==> src/rtl/lsu_pkg.sv <==
// Shared types and helpers for load_store_unit: FSM states, RV64 funct3 codes,
// access sizes and byte-lane helpers.
package lsu_pkg;

  typedef enum logic [2:0] {
    ST_IDLE  = 3'd0,
    ST_READ  = 3'd1,
    ST_MERGE = 3'd2,
    ST_WRITE = 3'd3,
    ST_RESP  = 3'd4
  } state_t;

  typedef enum logic [1:0] {
    SZ_B = 2'd0,
    SZ_H = 2'd1,
    SZ_W = 2'd2,
    SZ_D = 2'd3
  } size_t;

  localparam logic [2:0] F3_B   = 3'b000;
  localparam logic [2:0] F3_H   = 3'b001;
  localparam logic [2:0] F3_W   = 3'b010;
  localparam logic [2:0] F3_D   = 3'b011;
  localparam logic [2:0] F3_BU  = 3'b100;
  localparam logic [2:0] F3_HU  = 3'b101;
  localparam logic [2:0] F3_WU  = 3'b110;
  localparam logic [2:0] F3_RSV = 3'b111;

  // Byte-enable pattern of an access of the given size, anchored at lane 0.
  function automatic logic [7:0] lane_mask(input size_t s);
    case (s)
      SZ_B:    return 8'h01;
      SZ_H:    return 8'h03;
      SZ_W:    return 8'h0F;
      default: return 8'hFF;
    endcase
  endfunction

  // Offset bits that must stay as-is for an access of this size to be aligned.
  function automatic logic [2:0] align_mask(input size_t s);
    case (s)
      SZ_B:    return 3'b111;
      SZ_H:    return 3'b110;
      SZ_W:    return 3'b100;
      default: return 3'b000;
    endcase
  endfunction

  function automatic logic misaligned(input size_t s, input logic [2:0] off);
    return |(off & ~align_mask(s));
  endfunction

endpackage

==> src/rtl/load_store_unit_if.sv <==
// Datapath request/response and data-memory signals of load_store_unit.
interface load_store_unit_if #(
  parameter int unsigned ADDR_W = 8
);
  logic              req_valid;
  logic              req_ready;
  logic              req_write;
  logic [2:0]        funct3;
  logic [63:0]       addr;
  logic [63:0]       wdata;
  logic              rsp_valid;
  logic [63:0]       rdata;
  logic              misalign_err;
  logic [ADDR_W-1:0] mem_addr;
  logic              mem_wren;
  logic [63:0]       mem_wdata;
  logic [63:0]       mem_rdata;

  modport master (
    output req_valid, req_write, funct3, addr, wdata,
    input  req_ready, rsp_valid, rdata, misalign_err
  );

  modport slave (
    input  req_valid, req_write, funct3, addr, wdata, mem_rdata,
    output req_ready, rsp_valid, rdata, misalign_err, mem_addr, mem_wren, mem_wdata
  );

  modport memory (
    input  mem_addr, mem_wren, mem_wdata,
    output mem_rdata
  );
endinterface

==> src/rtl/lsu_lane_shift.sv <==
// Combinational byte-lane logic: load extract + sign/zero extension, and
// narrow-store merge of new bytes into the word read from memory.
module lsu_lane_shift
  import lsu_pkg::*;
(
  input  size_t       size,
  input  logic        is_unsigned,
  input  logic [2:0]  offset,
  input  logic [63:0] word,
  input  logic [63:0] store_data,
  output logic [63:0] load_data,
  output logic [63:0] merged
);

  logic [63:0] shifted;
  logic [63:0] wshift;
  logic [7:0]  bmask;

  always_comb begin
    shifted = word >> {offset, 3'b000};
    case (size)
      SZ_B:    load_data = is_unsigned ? {56'd0, shifted[7:0]}
                                       : {{56{shifted[7]}}, shifted[7:0]};
      SZ_H:    load_data = is_unsigned ? {48'd0, shifted[15:0]}
                                       : {{48{shifted[15]}}, shifted[15:0]};
      SZ_W:    load_data = is_unsigned ? {32'd0, shifted[31:0]}
                                       : {{32{shifted[31]}}, shifted[31:0]};
      default: load_data = shifted;
    endcase
  end

  always_comb begin
    bmask  = lane_mask(size) << offset;
    wshift = store_data << {offset, 3'b000};
    merged = word;
    for (int unsigned i = 0; i < 8; i++) begin
      if (bmask[i]) merged[i*8 +: 8] = wshift[i*8 +: 8];
    end
  end

endmodule

==> src/rtl/load_store_unit.sv <==
// Data-memory access stage: byte-lane loads with extension and read-modify-write
// narrow stores on a 64-bit-word memory. Build option: LSU_MISALIGN_TRAP_EN.
module load_store_unit
  import lsu_pkg::*;
#(
  parameter int unsigned ADDR_W  = 8,
  parameter int unsigned MEM_LAT = 1
) (
  input  logic              clk,
  input  logic              rst,
  load_store_unit_if.slave  bus
);

  state_t            state;
  logic              a_write;
  logic [2:0]        a_f3;
  logic [2:0]        a_off_raw;
  logic [ADDR_W-1:0] a_word;
  logic [63:0]       a_wdata;
  logic [15:0]       cnt;
  logic [63:0]       rdata_q;
  logic [63:0]       mem_wdata_q;
  logic              err_q;

  logic              accept;
  logic              req_trap;
  size_t             req_size;
  size_t             a_size;
  logic [2:0]        a_off;
  logic [63:0]       load_data;
  logic [63:0]       merged;
  logic              unused_addr_hi;

  assign accept         = bus.req_valid && (state == ST_IDLE);
  assign req_size       = size_t'(bus.funct3[1:0]);
  assign a_size         = size_t'(a_f3[1:0]);
  assign unused_addr_hi = ^bus.addr[63:ADDR_W+3];

`ifdef LSU_MISALIGN_TRAP_EN
  assign req_trap = misaligned(req_size, bus.addr[2:0]) ||
                    (!bus.req_write && bus.funct3 == F3_RSV);
  assign a_off    = a_off_raw;
`else
  // Misaligned offsets round down to the access size; funct3=111 decodes as ld.
  assign req_trap = 1'b0;
  assign a_off    = a_off_raw & align_mask(a_size);
`endif

  lsu_lane_shift u_lane (
    .size        (a_size),
    .is_unsigned (a_f3[2]),
    .offset      (a_off),
    .word        (bus.mem_rdata),
    .store_data  (a_wdata),
    .load_data   (load_data),
    .merged      (merged)
  );

  always_ff @(posedge clk or negedge rst) begin
    if (!rst) begin
      state       <= ST_IDLE;
      a_write     <= 1'b0;
      a_f3        <= '0;
      a_off_raw   <= '0;
      a_word      <= '0;
      a_wdata     <= '0;
      cnt         <= '0;
      rdata_q     <= '0;
      mem_wdata_q <= '0;
      err_q       <= 1'b0;
    end else begin
      case (state)
        ST_IDLE: begin
          if (accept) begin
            a_write   <= bus.req_write;
            a_f3      <= bus.funct3;
            a_off_raw <= bus.addr[2:0];
            a_word    <= bus.addr[ADDR_W+2:3];
            a_wdata   <= bus.wdata;
            cnt       <= 16'(MEM_LAT - 1);
            err_q     <= req_trap;
            if (req_trap) begin
              state <= ST_RESP;
            end else if (bus.req_write && req_size == SZ_D) begin
              mem_wdata_q <= bus.wdata;
              state       <= ST_WRITE;
            end else begin
              state <= ST_READ;
            end
          end
        end
        ST_READ: begin
          if (cnt == '0) state <= ST_MERGE;
          else           cnt   <= cnt - 16'd1;
        end
        ST_MERGE: begin
          if (a_write) begin
            mem_wdata_q <= merged;
            state       <= ST_WRITE;
          end else begin
            rdata_q <= load_data;
            state   <= ST_RESP;
          end
        end
        ST_WRITE: state <= ST_RESP;
        ST_RESP:  state <= ST_IDLE;
        default:  state <= ST_IDLE;
      endcase
    end
  end

  assign bus.req_ready    = (state == ST_IDLE);
  assign bus.rsp_valid    = (state == ST_RESP);
  assign bus.rdata        = rdata_q;
  assign bus.misalign_err = (state == ST_RESP) && err_q;
  assign bus.mem_addr     = a_word;
  assign bus.mem_wren     = (state == ST_WRITE);
  assign bus.mem_wdata    = mem_wdata_q;

endmodule

==> src/flat_wrapper.sv <==
// flat-port wrapper written by rule: the top's interface ports become plain ports
module load_store_unit_flat import lsu_pkg::*;
#(
  parameter int unsigned ADDR_W  = 8,
  parameter int unsigned MEM_LAT = 1
)
  (clk, rst, bus_req_valid, bus_req_write, bus_funct3, bus_addr, bus_wdata, bus_mem_rdata, bus_req_ready, bus_rsp_valid, bus_rdata, bus_misalign_err, bus_mem_addr, bus_mem_wren, bus_mem_wdata);
  load_store_unit_if #(.ADDR_W(ADDR_W)) bus_i ();
  input  logic clk;
  input  logic rst;
  input wire logic [$bits(bus_i.req_valid)-1:0] bus_req_valid;
  input wire logic [$bits(bus_i.req_write)-1:0] bus_req_write;
  input wire logic [$bits(bus_i.funct3)-1:0] bus_funct3;
  input wire logic [$bits(bus_i.addr)-1:0] bus_addr;
  input wire logic [$bits(bus_i.wdata)-1:0] bus_wdata;
  input wire logic [$bits(bus_i.mem_rdata)-1:0] bus_mem_rdata;
  output wire logic [$bits(bus_i.req_ready)-1:0] bus_req_ready;
  output wire logic [$bits(bus_i.rsp_valid)-1:0] bus_rsp_valid;
  output wire logic [$bits(bus_i.rdata)-1:0] bus_rdata;
  output wire logic [$bits(bus_i.misalign_err)-1:0] bus_misalign_err;
  output wire logic [$bits(bus_i.mem_addr)-1:0] bus_mem_addr;
  output wire logic [$bits(bus_i.mem_wren)-1:0] bus_mem_wren;
  output wire logic [$bits(bus_i.mem_wdata)-1:0] bus_mem_wdata;
  assign bus_i.req_valid = bus_req_valid;
  assign bus_i.req_write = bus_req_write;
  assign bus_i.funct3 = bus_funct3;
  assign bus_i.addr = bus_addr;
  assign bus_i.wdata = bus_wdata;
  assign bus_i.mem_rdata = bus_mem_rdata;
  assign bus_req_ready = bus_i.req_ready;
  assign bus_rsp_valid = bus_i.rsp_valid;
  assign bus_rdata = bus_i.rdata;
  assign bus_misalign_err = bus_i.misalign_err;
  assign bus_mem_addr = bus_i.mem_addr;
  assign bus_mem_wren = bus_i.mem_wren;
  assign bus_mem_wdata = bus_i.mem_wdata;
  load_store_unit #(.ADDR_W(ADDR_W), .MEM_LAT(MEM_LAT)) u_core (.clk(clk), .rst(rst), .bus(bus_i));
endmodule
==> config.mk <==
export PLATFORM = sky130hd
export DESIGN_NAME = load_store_unit_flat
export DESIGN_NICKNAME = d
export VERILOG_FILES = /design/src/rtl/lsu_pkg.sv /design/src/rtl/load_store_unit_if.sv /design/src/rtl/lsu_lane_shift.sv /design/src/rtl/load_store_unit.sv /design/src/flat_wrapper.sv
export SDC_FILE = /design/constraint.sdc
export NUM_CORES = 1
export LEC_CHECK = 0
export CORE_AREA = 4 4 191 230
export DETAILED_ROUTE_END_ITERATION = 10
export DIE_AREA = 0 0 195 234
export HOLD_SLACK_MARGIN = 0.06
export PLACE_DENSITY = 0.53
export SYNTH_ARGS = -nofsm -noshare
export SYNTH_HDL_FRONTEND = slang
export SYNTH_SLANG_ARGS = --single-unit
==> constraint.sdc <==
create_clock -name clk -period 3.5 [get_ports clk]
set_input_delay 0.35 -clock clk [delete_from_list [all_inputs] [get_ports clk]]
set_output_delay 0.35 -clock clk [all_outputs]
set_load 0.01 [all_outputs]
Word level (Yosys, flattened, before mapping) --
Cells that the tools add are included.
Word-level totals: flip-flop bits (word level) 226, word-level logic and storage cells 65, bits of input ports 199
Cells by class: equal/unequal tests 12, shift operators 3, bitwise gates (word level) 2, add/sub/neg operators 1, muxes and demuxes 26, reductions and logical operators 12
Operators with widths (number):
- 2-to-1 mux 64 bit | 6
- one-hot mux 64 bit (3 select lines) | 1
- one-hot mux 64 bit (2 select lines) | 1
- 2-to-1 mux 8 bit | 8
- left shift 64 x 6 -> 64 bit | 1
- >> shifter 64 x 6 -> 64 bit | 1
- 2-to-1 mux 16 bit | 2
- one-hot mux 16 bit (2 select lines) | 1
- one-hot mux 8 bit (3 select lines) | 1
- zero test 16 bit | 1
- subtractor 16 x 1 -> 16 bit (second input constant) | 1
- one-hot mux 3 bit (4 select lines) | 1
- 2-to-1 mux 3 bit | 3
- one-hot mux 3 bit (3 select lines) | 1
- != test 2 x 1 -> 1 bit (second input constant) | 4
- left shift 8 x 3 -> 8 bit | 1
- == test 3 x 2 -> 1 bit (second input constant) | 2
- AND reduction 2 bit | 3
- == test 2 bit (second input constant) | 2
- AND reduction 4 bit | 1
- nonzero test 2 bit | 2
- AND 3 bit | 1
- == test 3 x 1 -> 1 bit (second input constant) | 1
- == test 3 bit (second input constant) | 1
- 8 further kinds | 9

Logic depth before layout (Yosys ltp) --
Gate-level depths: netlist of the first run.
depth after elaboration 7, gate-level depth with buffers 10

By module --
From an unflattened synthesis of the first run, not the netlist that was laid out.
Unflattened totals: cells, all modules 1489, area, all modules 14670.3 µm²
Modules (own cells, without submodules):
- load_store_unit | sequential area each 5655.4 µm², area each 10018.4 µm², cells an instance 792, times used 1
- lsu_lane_shift | sequential area each 0.0 µm², area each 4652.0 µm², cells an instance 697, times used 1

Worst setup path after synthesis of the first run --
No wires, ideal clock.
kind reg-to-reg, start register u_core.a_f3[0], end register u_core.mem_wdata_q[31], in the netlist u_core.bus.mem_wdata[31], data arrival time 1853 ps, slack 1523 ps, clock period less this slack 1977 ps, buffers on the path 3, cell stages (with the launch flop) 10, setup time 124 ps, cell sequence dfrtp_1 buf_2 nand2b_4 buf_4 nor2_1 buf_4 mux2i_1 mux2i_1 a22oi_1 nand2_1
On the way: word-level cells in the longest chain between the ends 7, elaborated cells between the ends (all ways) 11, those cells by class eq/ne: 2; shift: 2; mux: 5; bitwise: 1; reduce/logical: 1
Ends and longest elaborated chain:
- start: declaration | line load_store_unit.sv:16 | logic [2:0] a_f3;
- start signal: assignment | line load_store_unit.sv:76 | a_f3 <= bus.funct3;
- == test 2 bit (tied with other cells) | line lsu_pkg.sv:31, lsu_pkg.sv:41
- one-hot mux 3 bit (3 select lines) | line lsu_pkg.sv:41 | case (s)
- AND 3 bit | line load_store_unit.sv:46 | assign a_off = a_off_raw & align_mask(a_size);
- left shift 64 x 6 -> 64 bit / left shift 8 x 3 -> 8 bit (equally long branches) | line lsu_lane_shift.sv:34, lsu_lane_shift.sv:33
- 2-to-1 mux 8 bit (*) | line lsu_lane_shift.sv:37 | if (bmask[i]) merged[i*8 +: 8] = wshift[i*8 +: 8];
- 2-to-1 mux 64 bit (*) | line load_store_unit.sv:97 | if (a_write) begin
- one-hot mux 64 bit (2 select lines) (*) | line load_store_unit.sv:72 | case (state)
- end signal: assignment | line load_store_unit.sv:85 | mem_wdata_q <= bus.wdata;
- end signal: assignment | line load_store_unit.sv:98 | mem_wdata_q <= merged;
- end: declaration | line load_store_unit.sv:22 | logic [63:0] mem_wdata_q;
Every way passes the cells marked *; elsewhere a longest branch is shown, timed or not. The select of a mux whose other input is x is not followed. A chain may end at the register's enable or synchronous reset.

Worst setup path in the final report of the first run --
start register u_core.a_f3[1], end register u_core.rdata_q[32], in the netlist u_core.bus.rdata[32]
On the way: word-level cells in the longest chain between the ends 6, elaborated cells between the ends (all ways) 10, those cells by class eq/ne: 2; shift: 1; mux: 5; bitwise: 1; reduce/logical: 1
Ends and longest elaborated chain:
- == test 2 bit (tied with other cells) | line lsu_pkg.sv:41, lsu_lane_shift.sv:21
- one-hot mux 3 bit (3 select lines) | line lsu_pkg.sv:41
- AND 3 bit | line load_store_unit.sv:46
- >> shifter 64 x 6 -> 64 bit | line lsu_lane_shift.sv:20 | shifted = word >> {offset, 3'b000};
- 2-to-1 mux 64 bit (on tied branches) | line lsu_lane_shift.sv:26, lsu_lane_shift.sv:22, lsu_lane_shift.sv:24
- one-hot mux 64 bit (3 select lines) (*) | line lsu_lane_shift.sv:21 | case (size)
- end signal: assignment | line load_store_unit.sv:101 | rdata_q <= load_data;
- end: declaration | line load_store_unit.sv:21 | logic [63:0] rdata_q;
Every way passes the cells marked *; elsewhere a longest branch is shown, timed or not.

==> impl_metrics.env, run 1 <==
export IMPL_status="complete, no violations"
export IMPL_ys_async_sr_fraction_pct=100
export IMPL_dp_hpwl_um=41700
export IMPL_dr_pass1_iters=6
export IMPL_viasPerCell=5.42
export IMPL_routed_wl_um=56500
export IMPL_cp_required_ns=3.97
export IMPL_end_kind="flip-flop"
export IMPL_setup_viol=0
export IMPL_grt_pass1_wl_um=83800
export IMPL_rsz0062_at_grt="no"
export IMPL_fin_nets=1951
export IMPL_dieWidth_um=195
export IMPL_initial_core_util_pct=29.6
export IMPL_grt_antenna_before_repair=2
export IMPL_syn_nets=1715
export IMPL_maxCapViolCount=0
export IMPL_syn_to_final_growth_pct=34.5
export IMPL_p_leak_nw=7.11
export IMPL_ys_seq_area_share_pct=45.9
export IMPL_powerDensity_nw_per_um2=1000
export IMPL_ys_ff_latch=226
export IMPL_clk_latency_ns=0.55
export IMPL_whs_ns=0.327
export IMPL_worstPathMaxFanout=32
export IMPL_drive_above_1_share_pct=6.52
export IMPL_root_buffer="clkbuf_16"
export IMPL_ys_warnings_count=0
export IMPL_ioPinCount=339
export IMPL_dieArea_um2=45600
export IMPL_tightestPinTransition_ns=1.13
export IMPL_grt_pass1_vias=12500
export IMPL_first_iter_violations=1170
export IMPL_portBuffers=284
export IMPL_synth_area_um2=12300
export IMPL_place_inst=2267
export IMPL_rows=82
export IMPL_hold_path_class="input pin to flip-flop"
export IMPL_synth_main_ff_cell="dfrtp_1"
export IMPL_synth_adder_area_share_pct=0.203
export IMPL_fp_dieH_um=234
export IMPL_synth_distinct_cells=66
export IMPL_critPathArrivalTime_ns=3.49
export IMPL_ir_drop_mv=0.409
export IMPL_cts_tree="done"
export IMPL_critPathKind="flip-flop to flip-flop"
export IMPL_clk_path_buf_depth=3
export IMPL_cts_buffers=26
export IMPL_synth_top_family_by_area="simple AND/OR/NAND/NOR gates"
export IMPL_synthSimpleGateAreaFrac_pct=25.5
export IMPL_postCtsSetupBuffers=0
export IMPL_period_share_pct=86.4
export IMPL_rrSetupSlack_ns=0.48
export IMPL_rr_worst_depth=7
export IMPL_synthCells=1514
export IMPL_wire_per_inst_um=24.4
export IMPL_place_gp_congestion=0.983
export IMPL_grt_usage_pct=24.1
export IMPL_core_um2=41700
export IMPL_grt_overflow=0
export IMPL_cts_htree_levels=1
export IMPL_whs_path_depth=3
export IMPL_yosys_mux_area_fraction_pct=4.90
export IMPL_min_period_ns=3.02
export IMPL_grt_max_degree=86
export IMPL_clk_pin_slew_ns=0.06
export IMPL_startpoint_type="flip-flop"
export IMPL_drc=0
export IMPL_utilization_pct=39.8
export IMPL_max_slew_margin_rel_pct=24.7
export IMPL_fmax_ghz=0.331
export IMPL_final_cells=2312
export IMPL_syn_avg_cell_area_um2=8.14
export IMPL_vias=12500
export IMPL_synth_xor_area_share_pct=0.711
export IMPL_cts_sinks=226
export IMPL_finalSetupTns_ns=0
export IMPL_drv_slew=0
export IMPL_synth_compound_area_share_pct=18.2
export IMPL_drtAntennaViolNets=0
export IMPL_hold_violations=0
export IMPL_fin_skew_ns=0.0129
export IMPL_synth_edf_count=0
[per-layer routing]
metal	share of wire [%]	GRT usage [%]	vias up
met3	6.6	3.72	130
li1	-	-	5725
met2	48	40.2	555
met4	4.9	9.84	0
met5	0	0	-
met1	41	31.4	6121
[placed cells by master, fill, tap and decap left out, types with 17 or more instances in the layout]
master,instances
nand2_1,440
mux2i_1,48
dfrtp_1,226
a21oi_1,137
o211ai_1,17
nor2_1,106
nand3_1,94
a31oi_1,26
clkdlybuf4s50_1,283
nor3_1,21
clkbuf_16,27
o21ai_0,83
buf_4,39
[critical path, stage by stage (launching register included)]
cell and delay (ns):
dfrtp_1 0.71, nor4b_2 1.10, nand2_1 0.15, o221ai_1 0.15, o21ai_1 0.14, and4b_1 0.24
buf_4 0.25, a21oi_1 0.18
[flip-flops by register name (all words and copies together) (netlist names)]
name and count:
u_core.a_wdata 64, u_core.bus.mem_wdata 64, u_core.bus.rdata 64, u_core.cnt 16, u_core.bus.mem_addr 8, u_core.a_f3 3
u_core.a_off_raw 3, u_core.state 3, u_core.a_write 1
[cell usage after synthesis (9+ instances only)]
cell      instances  area, um^2
nand2_1         443        1660
dfrtp_1         226        5660
a21oi_1         137         686
nor2_1          109         409
nand3_1          94         470
o21ai_0          84         420
clkbuf_1         60         225
mux2i_1          48         480
buf_2            37         185
a31oi_1          26         163
nor3_1           21         105
o211ai_1         17         128
o22a_1           16         140
a22oi_1          14         105
buf_1            13        48.8
a221oi_1         11        96.3
a21o_1           10        75.1
a221o_1           9        90.1
[cell families (layout without fill, tap and decap cells)]
kind of cell	Yosys count	count (layout)
compound gates	364	364
mux	56	56
simple gates	729	729
flops	226	226
buf+inv	126	377
xor+xnor	10	10
fa+ha+maj	2	2
other cells	1	2
[metrics by stage]
step                area, um^2  worst slack (ns)  total power, mW
finish                   16600             0.478             16.6
global route             16600             0.218             17.7
CTS                      16600             0.539             16.6
detailed placement       15700             0.533             13.7
global placement         15700             0.626             13.6
floorplan                12300              1.52             9.66
[report_power, final]
part,total [mW],switching [mW],leakage [nW],internal [mW]
clock network,2.87,1.13,0.426,1.73
registers,5.07,1.20,2.68,3.87
logic,8.67,5.02,4.01,3.65
total,16.6,7.35,7.11,9.25
[area by class of cell]
type,count,area [um^2]
repair buffers,326,3190
clock inverters,8,140
inverters,8,30.0
clock buffers,35,726
multi-input cells,1162,6150
fillers,4348,25100
diodes,1,2.50
well taps,546,683
flip-flops and latches,226,5660
[what timing repair did]
| action | 4_1_cts | 5_1_grt |
|---|---|---|
| resized for setup | 0 | 0 |
| setup endpoints to repair | 0 | 0 |
| hold buffers | 1 | 0 |
| hold endpoints to repair | 82 | 0 |
[worst paths after layout]
path	to	start
min	u_core.a_off_raw[2]	bus_addr[2]
max reg2reg	u_core.bus.rdata[32]	u_core.a_f3[1]
max	u_core.bus.rdata[32]	u_core.a_f3[1]
min reg2reg	u_core.bus.mem_addr[5]	u_core.bus.mem_addr[5]
max in group asynchronous	u_core.bus.rdata[24]	rst
min in group asynchronous	u_core.bus.rdata[36]	rst
No activity file was read; power rests on OpenSTA's default activity.
==> inputs of run 2 (changes only) <==
Settings changed: TNS_END_PERCENT from default to 10.
==> results of run 2 <==
No change in the layout: final DEF, timing and power equal those of run 1.
